$ cat src/rtl/pipe_pkg.sv
// Shared constants and helpers for the scrolling pipe generator.
// Holds the reset/clear layout, the gap table and the LFSR configuration.
package pipe_pkg;

    typedef logic signed [15:0] coord_t;

    localparam coord_t     PIPE_Y_INIT [3] = '{16'sd480, 16'sd680, 16'sd880};
    localparam coord_t     PIPE_X_INIT     = 16'sd420;
    localparam coord_t     GAP_BASE        = 16'sd200;
    localparam coord_t     GAP_TABLE   [4] = '{16'sd300, 16'sd500, 16'sd400, 16'sd600};
    localparam logic [9:0] SCORE_MAX       = 10'd999;

    localparam logic [15:0] LFSR_SEED = 16'hACE1;
    localparam logic [15:0] LFSR_TAPS = 16'hB400;

    // Nine random bits on top of the base keep every gap inside 200..711.
    function automatic coord_t gapFromBits(input logic [8:0] bits);
        return GAP_BASE + $signed({7'd0, bits});
    endfunction

endpackage

$ cat src/rtl/pipe_lfsr.sv
// Free-running 16-bit Galois LFSR (x^16+x^14+x^13+x^11+1), reloaded with its seed on reset.
module pipe_lfsr
    import pipe_pkg::*;
(
    input  logic        clk,
    input  logic        rstn,
    output logic [15:0] state_o
);

    logic [15:0] state_q;

    always_ff @(posedge clk) begin
        if (!rstn) begin
            state_q <= LFSR_SEED;
        end else begin
            state_q <= {1'b0, state_q[15:1]} ^ (state_q[0] ? LFSR_TAPS : 16'h0000);
        end
    end

    assign state_o = state_q;

endmodule

$ cat src/rtl/pipe_gen.sv
// Scrolls three pipes once per frame, respawns them with a new gap and scores bird passes.
// Define PIPE_RANDOM_EN to draw gaps from pipe_lfsr instead of the fixed gap table.
module pipe_gen
    import pipe_pkg::*;
#(
    parameter int SPEED   = 5,
    parameter int SPACING = 200,
    parameter int Y_MIN   = -100,
    parameter int BIRD_Y  = 100
) (
    input  logic               clk,
    input  logic               rstn,
    input  logic               new_frame,
    input  logic               run,
    input  logic               clear,
    output logic signed [15:0] pipe1_pos_x,
    output logic signed [15:0] pipe2_pos_x,
    output logic signed [15:0] pipe3_pos_x,
    output logic signed [15:0] pipe1_pos_y,
    output logic signed [15:0] pipe2_pos_y,
    output logic signed [15:0] pipe3_pos_y,
    output logic [9:0]         score,
    output logic               score_pulse
);

    localparam coord_t SPEED_W   = coord_t'(SPEED);
    localparam coord_t Y_MIN_W   = coord_t'(Y_MIN);
    localparam coord_t BIRD_Y_W  = coord_t'(BIRD_Y);
    localparam coord_t RESPAWN_W = coord_t'(3 * SPACING);

    coord_t     pipeX_q [3];
    coord_t     pipeY_q [3];
    coord_t     pipeX_d [3];
    coord_t     pipeY_d [3];
    logic [9:0] score_q;
    logic       scorePulse_q;
    logic       passAny;
    logic [1:0] respawnCnt;

`ifdef PIPE_RANDOM_EN
    logic [15:0] lfsrState;

    pipe_lfsr u_lfsr (
        .clk     (clk),
        .rstn    (rstn),
        .state_o (lfsrState)
    );

    // Several respawns in one frame each take a different bit window of the LFSR.
    function automatic coord_t lfsrGap(input logic [15:0] s, input logic [1:0] k);
        case (k)
            2'd0:    return gapFromBits(s[8:0]);
            2'd1:    return gapFromBits(s[15:7]);
            default: return gapFromBits({s[3:0], s[15:11]});
        endcase
    endfunction
`else
    logic [1:0] gapIdx_q;
    logic [1:0] gapIdx_d;
    logic [1:0] tableIdx;
`endif

    always_comb begin
        coord_t nextY;
        nextY      = '0;
        passAny    = 1'b0;
        respawnCnt = 2'd0;
        pipeX_d    = pipeX_q;
        pipeY_d    = pipeY_q;
`ifndef PIPE_RANDOM_EN
        tableIdx   = gapIdx_q;
`endif
        // Pipes are visited in index order so the lowest-numbered respawn gets the first gap.
        for (int i = 0; i < 3; i++) begin
            nextY = pipeY_q[i] - SPEED_W;
            if (pipeY_q[i] > BIRD_Y_W && nextY <= BIRD_Y_W) begin
                passAny = 1'b1;
            end
            if (nextY < Y_MIN_W) begin
                pipeY_d[i] = nextY + RESPAWN_W;
`ifdef PIPE_RANDOM_EN
                pipeX_d[i] = lfsrGap(lfsrState, respawnCnt);
`else
                tableIdx   = gapIdx_q + respawnCnt;
                pipeX_d[i] = GAP_TABLE[tableIdx];
`endif
                respawnCnt = respawnCnt + 2'd1;
            end else begin
                pipeY_d[i] = nextY;
            end
        end
`ifndef PIPE_RANDOM_EN
        gapIdx_d = gapIdx_q + respawnCnt;
`endif
    end

    always_ff @(posedge clk) begin
        if (!rstn || (new_frame && clear)) begin
            for (int i = 0; i < 3; i++) begin
                pipeX_q[i] <= PIPE_X_INIT;
                pipeY_q[i] <= PIPE_Y_INIT[i];
            end
            score_q      <= '0;
            scorePulse_q <= 1'b0;
`ifndef PIPE_RANDOM_EN
            gapIdx_q     <= 2'd0;
`endif
        end else if (new_frame && run) begin
            pipeX_q      <= pipeX_d;
            pipeY_q      <= pipeY_d;
            scorePulse_q <= passAny;
            if (passAny && score_q < SCORE_MAX) begin
                score_q <= score_q + 10'd1;
            end
`ifndef PIPE_RANDOM_EN
            gapIdx_q     <= gapIdx_d;
`endif
        end else begin
            scorePulse_q <= 1'b0;
        end
    end

    assign pipe1_pos_x = pipeX_q[0];
    assign pipe2_pos_x = pipeX_q[1];
    assign pipe3_pos_x = pipeX_q[2];
    assign pipe1_pos_y = pipeY_q[0];
    assign pipe2_pos_y = pipeY_q[1];
    assign pipe3_pos_y = pipeY_q[2];
    assign score       = score_q;
    assign score_pulse = scorePulse_q;

endmodule

$ cat config.mk
export PLATFORM = sky130hd
export DESIGN_NAME = pipe_gen
export DESIGN_NICKNAME = d
export VERILOG_FILES = /design/src/rtl/pipe_pkg.sv /design/src/rtl/pipe_lfsr.sv /design/src/rtl/pipe_gen.sv
export SDC_FILE = /design/constraint.sdc
export NUM_CORES = 1
export LEC_CHECK = 0
export BUFFER_PORTS_ARGS = -buffer_cell sky130_fd_sc_hd__buf_4
export CAP_MARGIN = 20
export CELL_PAD_IN_SITES_DETAIL_PLACEMENT = 2
export CELL_PAD_IN_SITES_GLOBAL_PLACEMENT = 2
export CORE_MARGIN = 2
export CORE_UTILIZATION = 36
export CTS_BUF_LIST = sky130_fd_sc_hd__clkbuf_16
export CTS_CLUSTER_SIZE = 14
export DETAILED_ROUTE_END_ITERATION = 6
export GPL_TIMING_DRIVEN = 0
export PLACE_DENSITY_LB_ADDON = 0.1
export SLEW_MARGIN = 20
export SYNTH_ARGS = -nofsm -noshare
export SYNTH_HDL_FRONTEND = slang
export SYNTH_HIERARCHICAL = 1
export SYNTH_SLANG_ARGS = --single-unit
export TNS_END_PERCENT = 30
$ cat constraint.sdc
create_clock -name clk -period 6.5 [get_ports clk]
set_input_delay 1.3 -clock clk [delete_from_list [all_inputs] [get_ports clk]]
set_output_delay 1.3 -clock clk [all_outputs]
set_load 0.1 [all_outputs]
* Word-level counts from Yosys, hierarchy flattened
Index checks and enable logic that the tools add are counted.
** Storage, ports and cells
- Flip-flop bits (word level) :: 109
- Output and inout bits :: 107
- Word-level logic and storage cells :: 69
- Bits of input ports :: 5
** Cells by class
- Reduce and logical (&&, ||, !) cells :: 13
- Muxes and demuxes :: 18
- Order comparisons :: 13
- Add/sub/neg operators :: 12
- Bitwise gates (word level) :: 4
** Operator list (count)
- $mux 16 :: 9
- $bmux 16 s2 :: 3
- $add 16x11->16 const B :: 3
- $gt 16x8->1 const B :: 3
- $le 16x8->1 const B :: 3
- $lt 16x8->1 const B :: 3
- $sub 16x4->16 const B :: 3
- $add 10x1->10 const B :: 1
- $lt 10x10->1 const B :: 1
- $ge 3x3->1 const B :: 3
- $not 2->3 :: 3
- $reduce_and 2->1 :: 4
- $add 2x2->2 :: 3
- $logic_and 1x1->1 :: 6
- $add 2x1->2 const B :: 2
- $mux 1 :: 4
- $mux 2 :: 2
- $reduce_or 2->1 :: 1
- $logic_not 1->1 :: 1
- $logic_or 1x1->1 :: 1
- $not 1->1 :: 1

* Longest topological paths before layout
- Word-level depth :: 10
- Mapped depth :: 17
- Mapped depth without buffers :: 14

* Worst setup path after synthesis
No wires, ideal clock.
- Kind :: flip-flop to flip-flop
- Start :: register pipeY_q (netlist bit pipe2_pos_y[0])
- End :: register pipeX_q (netlist bit pipe3_pos_x[3])
- Required time :: 6.439 ns
- Stages on the path, launching flop included :: 17
- Library setup time :: 0.061 ns
- Slack :: 1.891 ns
- Arrival time :: 4.548 ns
- Clock period less this slack :: 4.609 ns
- Cell sequence :: dfxtp_1 > inv_1 > ha_1 > nor2b_1 > clkbuf_1 > o311ai_0 > a211oi_1 > a2bb2oi_1 > a21oi_2 > clkbuf_1 > ha_1 > ha_1 > xnor2_1 > xnor2_1 > ha_1 > a21oi_1 > o21a_1
** On the way
- Longest elaborated chain between the ends :: 8
** Ends and longest elaborated chain
- start, declared :: RTL line pipe_gen.sv:32 : coord_t pipeY_q [3];
- start signal, assigned by index :: RTL line pipe_gen.sv:101 : pipeY_q[i] <= PIPE_Y_INIT[i];
- start signal, assigned :: RTL line pipe_gen.sv:110 : pipeY_q <= pipeY_d;
- $sub 16x4->16 :: RTL line pipe_gen.sv:75 : nextY = pipeY_q[i] - SPEED_W;
- $lt 16x8->1 :: RTL line pipe_gen.sv:79 : if (nextY < Y_MIN_W) begin
- $mux 2 :: RTL line pipe_gen.sv:79
- $add 2x2->2 :: RTL line pipe_gen.sv:84 : tableIdx = gapIdx_q + respawnCnt;
- $not 2->3 (not written as such) :: RTL line pipe_gen.sv:85 : pipeX_d[i] = GAP_TABLE[tableIdx];
- $bmux 16 s2 :: RTL line pipe_gen.sv:85
- $mux 16 (not written as such) (2 in a row) :: RTL line pipe_gen.sv:85
- end signal, assigned :: RTL line pipe_gen.sv:109 : pipeX_q <= pipeX_d;
- end, declared :: RTL line pipe_gen.sv:31 : coord_t pipeX_q [3];
Every way passes these cells. The select of a mux whose other input is x is not followed.
A chain may end at the register's enable or synchronous reset.

* Worst setup path in the final report
- Start :: register pipeY_q (netlist bit pipe2_pos_y[2])
- End :: register pipeX_q (netlist bit pipe3_pos_x[3])
The elaborated chain is that of the path after synthesis.

==> run metrics <==
status=complete, no violations; share of cells above drive strength 1=~15%; Gate Count Post-Synth=roughly 960; critical setup path kind=register to register; CP Cell Sequence=clkbuf_1 -> o21ai_0 -> a211oi_1 -> a32oi_1 -> a21oi_2 -> clkbuf_1 -> ha_1 -> ha_1 -> xnor2_1 -> xnor2_1 -> ha_1 -> a21oi_1 -> o21a_1; fill count=about 2,400; die width=around 140 um; Routability Congestion=a little under 0.9; Post-Synthesis Cell Area=7070 sq um; Worst Reg-to-Reg Cells=13; port buffer count=just under 90; Rel. slew slack=between 30% and 40%; detailed-route DRC error count=0; Worst-path clk slew=around 0.070 ns; clk root buf=clkbuf_16; reg2reg end=pipe3_pos_x[3]; Hold WC Path Type=register to register; max-slew violations=0; setup_tns=0 ns; CTS Buffer Depth=2; Leakage=between 3 and 4 nW; cell at the slowest stage of the critical path=a211oi_1; crit path capture type=register; max incr delay on CP=0.72 ns; Worst setup SP type=register; Worst-Skew Late Latency=approximately 0.36 ns; fin crit period=~5 ns; vias per inst=slightly below 6; Critical Path RT=6.80 ns; Hold-fix buffers, CTS=0; met3 Resource Use GR=about 4.1%; Post-Route WL=~29 mm; clock sinks=82; initial antenna violation count=0; die area=20,800 sq um; core area=between 15,000 and 20,000 sq um; vias post-DR=7,986; Yosys cell types=80; Post-synth EDFFs=0; met1 GRT Util=between 30% and 40%; vias in the first global route=between 8,000 and 9,000; CP arrival=approximately 5.3 ns; FP Rows=a little over 50; antenna-violating nets left=0; CTS tree=built; most used cell, CP=ha_1; first-pass GRT wire length=about 46 mm; Synth Flop Type=dfxtp_1; Max rail drop VDD=130 uV; post-DP HPWL=21.8 mm; ys async rst share=0%; largest net degree at the start of global routing=17; DIE HEIGHT=144 um; fmax=~200 MHz; Worst-Margin Slew=1.01 ns; Critical Path Sink=pipe3_pos_x[3]; crit path from=pipe2_pos_y[2]; Yosys warnings=6; met2 usage=between 40 and 50%; PnR Total Power=~1.4 mW; post-synthesis register bit count=82; IO Pins=112; RSZ-0062 raised after global routing=false; fin crit share=77.3%; r2r setup slk=about 1.5 ns; Antenna Cells=0; Power Density=roughly 160 nW/um^2; hold_sp=pipe3_pos_x[7]; skew final=around 0.0086 ns; H-tree depth=3; post-CTS setup buffer count=0; FF-to-FF Start=pipe2_pos_y[2]; total track usage=28.9%; global route hottest layer=met2; Max Cap Viol=0; TritonCTS Buffers=9; 1st-pass router iterations=5; global route overflow=0; critical path fanouts, max=10; Routed WL per cell=around 22 um; Area Overhead vs Synth=19.5%; Iter 0 DRT Violations=approximately 470; Seq/Total Area, Yosys=23.2%; Final Setup Violations=0; Final Hold Viols=0; CTS resizes=0; Avg Cell Area, Syn=7.34 sq um; initial core utilization=a little over a third; nets=~1,100
## flip-flops by register name, indices dropped and copies added, names as in the netlist
| signal | flops |
|---|---|
| pipe1_pos_y | 16 |
| pipe2_pos_y | 16 |
| pipe3_pos_y | 16 |
| score | 10 |
| pipe1_pos_x | 7 |
| pipe2_pos_x | 7 |
| pipe3_pos_x | 7 |
| gapIdx_q | 2 |
| score_pulse | 1 |
## stage by stage
step	util, %	worst slack [ns]	cells	instance area [sq um]	hold slack (ns)
floorplan	-	1.89	985	7150	0.526
global placement	42.1	1.72	1337	8140	0.436
detailed placement	42.1	1.51	1337	8140	0.458
CTS	43.7	1.47	1353	8440	0.469
global route	43.7	1.06	1353	8440	0.503
finish	43.7	1.47	1353	8440	0.463
## power breakdown
group	internal [mW]	switching [mW]	total (mW)	leakage, nW
sequential	0.507	0.00714	0.515	0.663
combinational	0.0601	0.215	0.275	2.35
clock	0.307	0.268	0.575	0.153
total	0.874	0.490	1.36	3.17
## critical path, delay by kind of cell (launching register included)
| kind | cells | cell delay [ns] |
|---|---|---|
| AOI/OAI and AO/OA | 6 | 2.33 |
| adders and majority gates | 3 | 0.90 |
| xor gates and xnor gates | 2 | 0.52 |
| buffers and inverters | 2 | 0.88 |
| DFF | 1 | 0.34 |
## synth_stat cells, drive strengths merged (3+ instances only)
cell	n	share of area, %
nand2	106	5.6
dfxtp	82	23
nor2	71	3.8
clkbuf	57	3.0
o21ai	50	3.6
a21oi	47	3.4
buf	46	4.4
inv	39	2.1
nand3	35	2.5
xnor2	31	3.8
ha	27	4.8
nor3	27	1.9
a211oi	26	2.8
mux2i	22	3.1
o211ai	22	2.4
or3	22	2.0
a31oi	19	1.7
nor4	19	2.3
nand2b	17	1.5
nand4	17	1.5
o31ai	16	2.0
or4	16	1.8
and3	13	1.2
o21a	13	1.4
nand3b	9	0.96
xor2	8	0.99
a211o	7	0.87
a21o	7	0.74
a22oi	7	0.81
and2	7	0.62
or2	7	0.62
nor2b	6	0.53
a311oi	5	0.62
and4	5	0.62
o2111ai	4	0.50
o311ai	4	0.50
a2111oi	3	0.39
a31o	3	0.37
a32oi	3	0.37
o22ai	3	0.27
## how the worst min path moves through the flow
stage / endpoint / slack (ns) / cells after the start
6_report: pipe3_pos_x[7] / 0.46 / 2
5_1_grt: pipe2_pos_x[7] / 0.50 / 2
4_1_cts: pipe3_pos_x[7] / 0.47 / 2
3_5_place_dp: pipe3_pos_x[7] / 0.46 / 2
3_3_place_gp: pipe3_pos_x[7] / 0.44 / 2
2_1_floorplan: pipe1_pos_x[6] / 0.53 / 2
## cell type report
class                      instances  area [sq um]  share of cell area [%]
multi-input combinational        761          4840                    57.4
clock buffer                       9           225                    2.67
clock inverter                     7          81.3                   0.963
inverter                          39           146                    1.73
sequential                        82          1640                    19.4
timing repair buffer              87           653                    7.74
buffer                           103           522                    6.18
tap                              265           332                    3.93
## routing by layer
| layer | up-vias | routed length (um) |
|---|---|---|
| met5 | - | 0 |
| met4 | 0 | 724 |
| met3 | 49 | 1290 |
| met2 | 199 | 14300 |
| met1 | 4012 | 13100 |
| li1 | 3726 | - |
## kinds of logic after synthesis
group                    Yosys count  synth area share [%]
AO/OA/AOI/OAI                    268                  26.7
XOR/XNOR                          39                  4.83
adder cells (fa/ha/maj)           27                  4.78
buffers and inverters            142                  9.46
flip-flops                        82                  23.2
multiplexers                      22                  3.12
other                              1                0.0531
AND/OR/NAND/NOR                  381                  27.9
## placed cells by master (no fill, tap or decap), types with 7 or more instances in the layout
cell type,count
nor3_1,27
o211ai_1,21
o21ai_0,46
or4_1,15
mux2i_1,22
buf_1,7
o21a_1,13
xor2_1,8
clkbuf_16,9
nand2b_1,17
inv_1,39
and2_1,7
buf_4,114
a211oi_1,26
nand2_1,106
clkbuf_1,57
a211o_1,7
o31ai_1,14
ha_1,27
a21o_1,7
and3_1,13
dfxtp_1,82
conb_1,24
nand3b_1,9
a21oi_1,46
xnor2_1,31
buf_2,9
nor4_1,15
or3_1,21
a31oi_1,19
nand3_1,35
nand4_1,17
nor2_1,71
Note: power is estimated with default switching activity, not from simulation.
